File: src/rtl/render_pkg.sv
// rtl/render_pkg.sv - shared render-pipeline types: scheduler states, engine mux and end-state codes
package render_pkg;

  typedef enum logic [2:0] {
    S_WAIT,
    S_POS,
    S_ENV,
    S_SPR,
    S_FDONE,
    S_END_DRAW,
    S_HALT
  } sched_state_t;

  // engine mux select codes
  localparam logic [1:0] ENG_ENV = 2'd0;
  localparam logic [1:0] ENG_SPR = 2'd1;
  localparam logic [1:0] ENG_GO  = 2'd2;
  localparam logic [1:0] ENG_YW  = 2'd3;

  // end-of-game codes
  localparam logic [1:0] END_PLAY = 2'd0;
  localparam logic [1:0] END_GO   = 2'd1;
  localparam logic [1:0] END_WIN  = 2'd2;

endpackage

File: src/rtl/sched_watchdog.sv
// rtl/sched_watchdog.sv - per-state cycle counter with terminal-count flag
//   clk, rst_n : clock, async active-low reset
//   clr        : zero the count (state entry)
//   en         : count this cycle (run states)
//   tc         : count has reached TIMEOUT_CYCLES-1 while enabled
module sched_watchdog #(
  parameter int unsigned TIMEOUT_CYCLES = 2000000
) (
  input  logic clk,
  input  logic rst_n,
  input  logic clr,
  input  logic en,
  output logic tc
);

  localparam int CW = $clog2(TIMEOUT_CYCLES + 1);

  logic [CW-1:0] cnt;

  always_ff @(posedge clk or negedge rst_n) begin
    if (!rst_n) begin
      cnt <= '0;
    end else if (clr) begin
      cnt <= '0;
    end else if (en) begin
      cnt <= cnt + CW'(1);
    end
  end

  assign tc = en && (cnt == CW'(TIMEOUT_CYCLES - 1));

endmodule

File: src/rtl/frame_scheduler.sv
// rtl/frame_scheduler.sv - per-frame render sequencer: position, environment, sprites, end overlay
//   CLOCK_50, RESET          : clock, async active-low reset
//   PAGE_FLIP                : vertical-blank page swap pulse, starts a frame
//   *_DONE                   : subsystem completion (pulse or level)
//   GAME_OVER, YOU_WIN       : end condition levels
//   RUN_*                    : run strobes, high for the whole state
//   ENG_SEL                  : engine mux select
//   FRAME_COUNT, END_STATE   : completed frames, latched end state
//   TIMEOUT_ERR, OVERRUN     : sticky error flags
module frame_scheduler #(
  parameter int unsigned POS_DIV        = 2,
  parameter int unsigned TIMEOUT_CYCLES = 2000000,
  parameter int unsigned FC_W           = 16
) (
  input  logic            CLOCK_50,
  input  logic            RESET,
  input  logic            PAGE_FLIP,
  input  logic            POS_UPDATE_DONE,
  input  logic            ENV_DONE,
  input  logic            SPR_DONE,
  input  logic            G_O_DONE,
  input  logic            Y_W_DONE,
  input  logic            GAME_OVER,
  input  logic            YOU_WIN,
  output logic            RUN_POS_UPDATE,
  output logic            RUN_ENV,
  output logic            RUN_SPR,
  output logic            RUN_GAME_OVER,
  output logic            RUN_YOU_WIN,
  output logic [1:0]      ENG_SEL,
  output logic [FC_W-1:0] FRAME_COUNT,
  output logic [1:0]      END_STATE,
  output logic            TIMEOUT_ERR,
  output logic            OVERRUN
);

  import render_pkg::*;

  sched_state_t state, state_next;
  logic         fresh;      // first cycle in the current state
  logic [7:0]   divider;
  logic [1:0]   end_latch;
  logic         end_pass;
  logic         in_run, done_sel, done_ok, tc, adv;

  assign in_run = (state == S_POS) || (state == S_ENV) ||
                  (state == S_SPR) || (state == S_END_DRAW);

  always_comb begin
    done_sel = 1'b0;
    case (state)
      S_POS:      done_sel = POS_UPDATE_DONE;
      S_ENV:      done_sel = ENV_DONE;
      S_SPR:      done_sel = SPR_DONE;
      S_END_DRAW: done_sel = (END_STATE == END_GO) ? G_O_DONE : Y_W_DONE;
      default:    done_sel = 1'b0;
    endcase
  end

  // DONE is ignored on the entry cycle so a level left over from the
  // previous run gets a cycle to drop.
  assign done_ok = in_run && !fresh && done_sel;
  assign adv     = done_ok || tc;

  sched_watchdog #(.TIMEOUT_CYCLES(TIMEOUT_CYCLES)) u_watchdog (
    .clk   (CLOCK_50),
    .rst_n (RESET),
    .clr   (state_next != state),
    .en    (in_run),
    .tc    (tc)
  );

  always_comb begin
    state_next = state;
    case (state)
      S_WAIT: begin
        if (PAGE_FLIP) begin
          if (END_STATE != END_PLAY) state_next = S_END_DRAW;
          else if (divider == 8'd0)  state_next = S_POS;
          else                       state_next = S_ENV;
        end
      end
      S_POS:      if (adv) state_next = S_ENV;
      S_ENV:      if (adv) state_next = S_SPR;
      S_SPR:      if (adv) state_next = S_FDONE;
      S_FDONE:    state_next = S_WAIT;
      S_END_DRAW: if (adv) state_next = end_pass ? S_HALT : S_WAIT;
      S_HALT:     state_next = S_HALT;
      default:    state_next = S_WAIT;
    endcase
  end

  always_ff @(posedge CLOCK_50 or negedge RESET) begin
    if (!RESET) begin
      state       <= S_WAIT;
      fresh       <= 1'b1;
      divider     <= 8'd0;
      end_latch   <= END_PLAY;
      end_pass    <= 1'b0;
      FRAME_COUNT <= '0;
      END_STATE   <= END_PLAY;
      TIMEOUT_ERR <= 1'b0;
      OVERRUN     <= 1'b0;
    end else begin
      state <= state_next;
      fresh <= (state_next != state);

      if (tc && !done_ok) TIMEOUT_ERR <= 1'b1;

      if (PAGE_FLIP && (in_run || state == S_FDONE)) OVERRUN <= 1'b1;

      // first end condition wins and is held; GAME_OVER beats YOU_WIN
      if (END_STATE == END_PLAY && end_latch == END_PLAY) begin
        if (GAME_OVER)    end_latch <= END_GO;
        else if (YOU_WIN) end_latch <= END_WIN;
      end

      if (state == S_FDONE) begin
        FRAME_COUNT <= FRAME_COUNT + FC_W'(1);
        divider     <= (divider == 8'(POS_DIV - 1)) ? 8'd0 : divider + 8'd1;
        END_STATE   <= end_latch;
      end

      if (state == S_END_DRAW && adv) begin
        FRAME_COUNT <= FRAME_COUNT + FC_W'(1);
        end_pass    <= 1'b1;
      end
    end
  end

  // Moore outputs
  always_comb begin
    RUN_POS_UPDATE = 1'b0;
    RUN_ENV        = 1'b0;
    RUN_SPR        = 1'b0;
    RUN_GAME_OVER  = 1'b0;
    RUN_YOU_WIN    = 1'b0;
    ENG_SEL        = ENG_ENV;
    case (state)
      S_POS: RUN_POS_UPDATE = 1'b1;
      S_ENV: RUN_ENV = 1'b1;
      S_SPR: begin
        RUN_SPR = 1'b1;
        ENG_SEL = ENG_SPR;
      end
      S_END_DRAW: begin
        RUN_GAME_OVER = (END_STATE == END_GO);
        RUN_YOU_WIN   = (END_STATE == END_WIN);
        ENG_SEL       = (END_STATE == END_GO) ? ENG_GO : ENG_YW;
      end
      default: ENG_SEL = ENG_ENV;
    endcase
  end

endmodule

File: config.mk
export PLATFORM = sky130hd
export DESIGN_NAME = frame_scheduler
export DESIGN_NICKNAME = d
export VERILOG_FILES = /design/src/rtl/render_pkg.sv /design/src/rtl/sched_watchdog.sv /design/src/rtl/frame_scheduler.sv
export SDC_FILE = /design/constraint.sdc
export NUM_CORES = 1
export LEC_CHECK = 0
export BUFFER_PORTS_ARGS = -buffer_cell sky130_fd_sc_hd__buf_2
export CORE_AREA = 2 2 75 91
export CTS_BUF_LIST = sky130_fd_sc_hd__clkbuf_8
export DETAILED_ROUTE_END_ITERATION = 6
export DIE_AREA = 0 0 77 93
export PLACE_DENSITY = 0.67
export SYNTH_ARGS = -nofsm -noshare
export SYNTH_HDL_FRONTEND = slang
export SYNTH_HIERARCHICAL = 1
export SYNTH_SLANG_ARGS = --single-unit
File: constraint.sdc
create_clock -name CLOCK_50 -period 5.41 [get_ports CLOCK_50]
set_input_delay 1.082 -clock CLOCK_50 [delete_from_list [all_inputs] [get_ports CLOCK_50]]
set_output_delay 1.082 -clock CLOCK_50 [all_outputs]
set_load 0.02 [all_outputs]
==> impl_metrics.env <==
export IMPL_die_h_um=93
export IMPL_num_vias=2287
export IMPL_cts_resized=0
export IMPL_cts_sinks=56
export IMPL_post_drt_wl_per_cell_um=14.0
export IMPL_cp_num_buf_inv=2
export IMPL_setup_violations=0
export IMPL_stdcell_area_um2=3310
export IMPL_io_pins=37
export IMPL_num_antenna_cells=0
export IMPL_hp_class="flip-flop to flip-flop"
export IMPL_numPortBuffers=36
export IMPL_preCtsSetupSlack_ps=1450
export IMPL_worstMarginPinSlew_ps=978
export IMPL_cp_start_kind="flip-flop"
export IMPL_synth_compound_area_share_pct=10.8
export IMPL_synth_edf_count=0
export IMPL_die_width_um=77
export IMPL_place_area_um2=3210
export IMPL_wl_mm=5.81
export IMPL_htree_levels=2
export IMPL_grt_max_degree=57
export IMPL_final_common_cell="dfrtp_1"
export IMPL_max_stage_delay_ps=560
export IMPL_async_flop_share_pct=100
export IMPL_whs_path_depth=1
export IMPL_leakagePower_uw=0.00148
export IMPL_fillers=619
export IMPL_cts_hold_fix_buffers=0
export IMPL_synthFlopType="dfrtp_1"
export IMPL_viasPerCell=5.50
export IMPL_drtIter0Drc=77
export IMPL_critPathKind="flip-flop to flip-flop"
export IMPL_synth_simple_area_share_pct=24.1
export IMPL_synth_top_family_by_area="simple AND/OR/NAND/NOR gates"
export IMPL_coreArea_um2=6330
export IMPL_firstDrtPassIters=4
export IMPL_clockRootBuffer="clkbuf_8"
export IMPL_postSynthCellCount=295
export IMPL_status="complete, no violations"
export IMPL_setup_ws_ps=1430
export IMPL_area_growth_pct=12.3
export IMPL_min_period_ps=3980
export IMPL_ys_warn_count=6
export IMPL_maxCapViolations=0
export IMPL_place_congestion=0.796
export IMPL_synth_top_cell_by_area="dfrtp_1"
export IMPL_ys_seq_elements=56
export IMPL_synth_top_area_share_pct=46.8
export IMPL_placementRows=32
export IMPL_powerDensity_nw_per_um2=377
export IMPL_cts_buffers_inserted=5
export IMPL_dp_hpwl_mm=4.19
export IMPL_grt_usage_pct=17.4
export IMPL_post_cts_buffers=0
export IMPL_drive_gt1_share_pct=18.1
export IMPL_combPwrFrac_pct=35.0
export IMPL_worst_r2r_path_depth=14
export IMPL_drc_errors=0
export IMPL_grt_first_pass_wirelength_mm=10.2
export IMPL_p_sw_uw=498
export IMPL_drtAntennaViolNets=0
export IMPL_fin_tns_setup_ps=0
export IMPL_arrival_ps=4200
export IMPL_required_ps=5640
export IMPL_cp_max_fo=25
export IMPL_hold_viol_final=0
export IMPL_path_depth=14
export IMPL_clk_pin_slew_ps=100
export IMPL_slowest_stage="dfrtp_1"
export IMPL_ys_seq_area_share_pct=47.7
export IMPL_syn_area_per_cell_um2=9.98
export IMPL_synthesis_area_um2=2940
export IMPL_final_cell_mix="dfrtp_1, buf_2, nor2_1, xnor2_1, nand3_1"
export IMPL_crit_family="simple AND/OR/NAND/NOR gates"
export IMPL_tritoncts="built"
export IMPL_antenna_found_initial=0
export IMPL_fin_skew_ps=7.70
export IMPL_clk_latency_ps=310
export IMPL_synth_xor_area_share_pct=9.23
export IMPL_fin_nets=345
export IMPL_multi_input_area_um2=1460
export IMPL_initial_core_util_pct=46.5
export IMPL_dieArea_um2=7160
export IMPL_p_int_uw=747
export IMPL_p_seq_share_pct=46.3
export IMPL_clockBufferDepth=2
export IMPL_rsz0062_at_grt="false"
export IMPL_switching_share_pct=40.0
export IMPL_cp_cell_sequence="nand2b_1 -> nand2_1 -> nand4_1 -> nor4_1 -> buf_4 -> nand2b_1 -> o311a_1 -> or3_1 -> o221ai_2 -> buf_4 -> o211ai_2 -> or4_4 -> or3_1 -> a21oi_1"
export IMPL_seqCellArea_um2=1400
export IMPL_synthesis_nets=310
export IMPL_gr_total_overflow=0
export IMPL_slew_violations=0
export IMPL_synth_area_mux_share_pct=2.89
export IMPL_grt_pass1_vias=2278
export IMPL_synth_adder_area_share_pct=2.13
export IMPL_yosys_cell_types_count=49
export IMPL_fmax_mhz=251
export IMPL_slew_headroom_pct=34.8
export IMPL_ir_worst_vdd_mv=0.288
export IMPL_endpoint_kind="flip-flop"
export IMPL_synthTopCellsByArea="dfrtp_1, xnor2_1, nand3_1"
export IMPL_clkPwrFrac_pct=18.7
export IMPL_min_period_over_period_pct=73.5
[Yosys cell counts (all sizes together), types with 7 or more instances]
library cell,number
a21oi,9
and3,10
and4,8
clkbuf,9
dfrtp,55
inv,10
nand2,14
nand3,23
nand4,14
nor2,25
o21ai,15
or3,7
xnor2,23
xor2,8
[final timing paths]
kind | startpoint | end | slack (ps)
max | state[1]$_DFF_PN0_ | u_watchdog/cnt[20]$_DFFE_PN0P_ | 1430
min | TIMEOUT_ERR$_DFFE_PN0P_ | TIMEOUT_ERR$_DFFE_PN0P_ | 460
max reg2reg | state[1]$_DFF_PN0_ | u_watchdog/cnt[20]$_DFFE_PN0P_ | 1430
min reg2reg | TIMEOUT_ERR$_DFFE_PN0P_ | TIMEOUT_ERR$_DFFE_PN0P_ | 460
max in group asynchronous | RESET | divider[4]$_DFFE_PN0P_ | 4050
min in group asynchronous | RESET | state[1]$_DFF_PN0_ | 870
[per-stage QoR]
stage	utilization, %	cells	total power [uW]	hold WS [ps]
finish	52.3	416	1240	456
global placement	50.8	408	1010	445
global route	52.3	416	1340	484
floorplan	-	295	888	445
detailed placement	50.8	408	1020	444
CTS	52.3	416	1260	465
[registers in the layout (all words and copies together), names as in the netlist]
register / count
TIMEOUT_ERR: 1
end_latch: 2
end_pass: 1
divider: 8
FRAME_COUNT: 16
OVERRUN: 1
u_watchdog/cnt: 21
fresh: 1
END_STATE: 2
state: 3
[cell families (layout without fill, tap and decap cells)]
kind of cell | after synthesis | in the layout
xor gates and xnor gates | 31 | 31
DFF | 56 | 56
AOI/OAI and AO/OA | 45 | 45
muxes | 8 | 8
buffers and inverters | 22 | 58
adders and majority gates | 5 | 5
and+or+nand+nor | 128 | 128
[power by group through the flow]
| stage | Combinational, uW | Sequential, uW | Clock, uW |
|---|---|---|---|
| after floorplan | 316 | 572 | 0 |
| after global placement | 431 | 579 | 0 |
| after detailed placement | 439 | 583 | 0 |
| after CTS | 440 | 576 | 244 |
| after global routing | 486 | 591 | 262 |
| final | 436 | 576 | 233 |
[per-layer routing]
| layer | track usage, % | share of wire (%) | up-vias |
|---|---|---|---|
| met4 | 5.95 | 1.4 | 0 |
| met3 | 3.47 | 3.5 | 7 |
| met1 | 21.8 | 46 | 1102 |
| li1 | - | - | 1136 |
| met5 | 0 | 0 | - |
| met2 | 30.0 | 49 | 42 |
[layout make-up]
class,count,share of cell area [%]
Multi-Input combinational cell,217,44.0
Clock inverter,2,0.341
Timing Repair Buffer,40,6.36
Clock buffer,6,2.50
Sequential cell,56,42.4
Tap cell,85,3.22
Inverter,10,1.14
No activity file was read; power rests on OpenSTA's default activity.
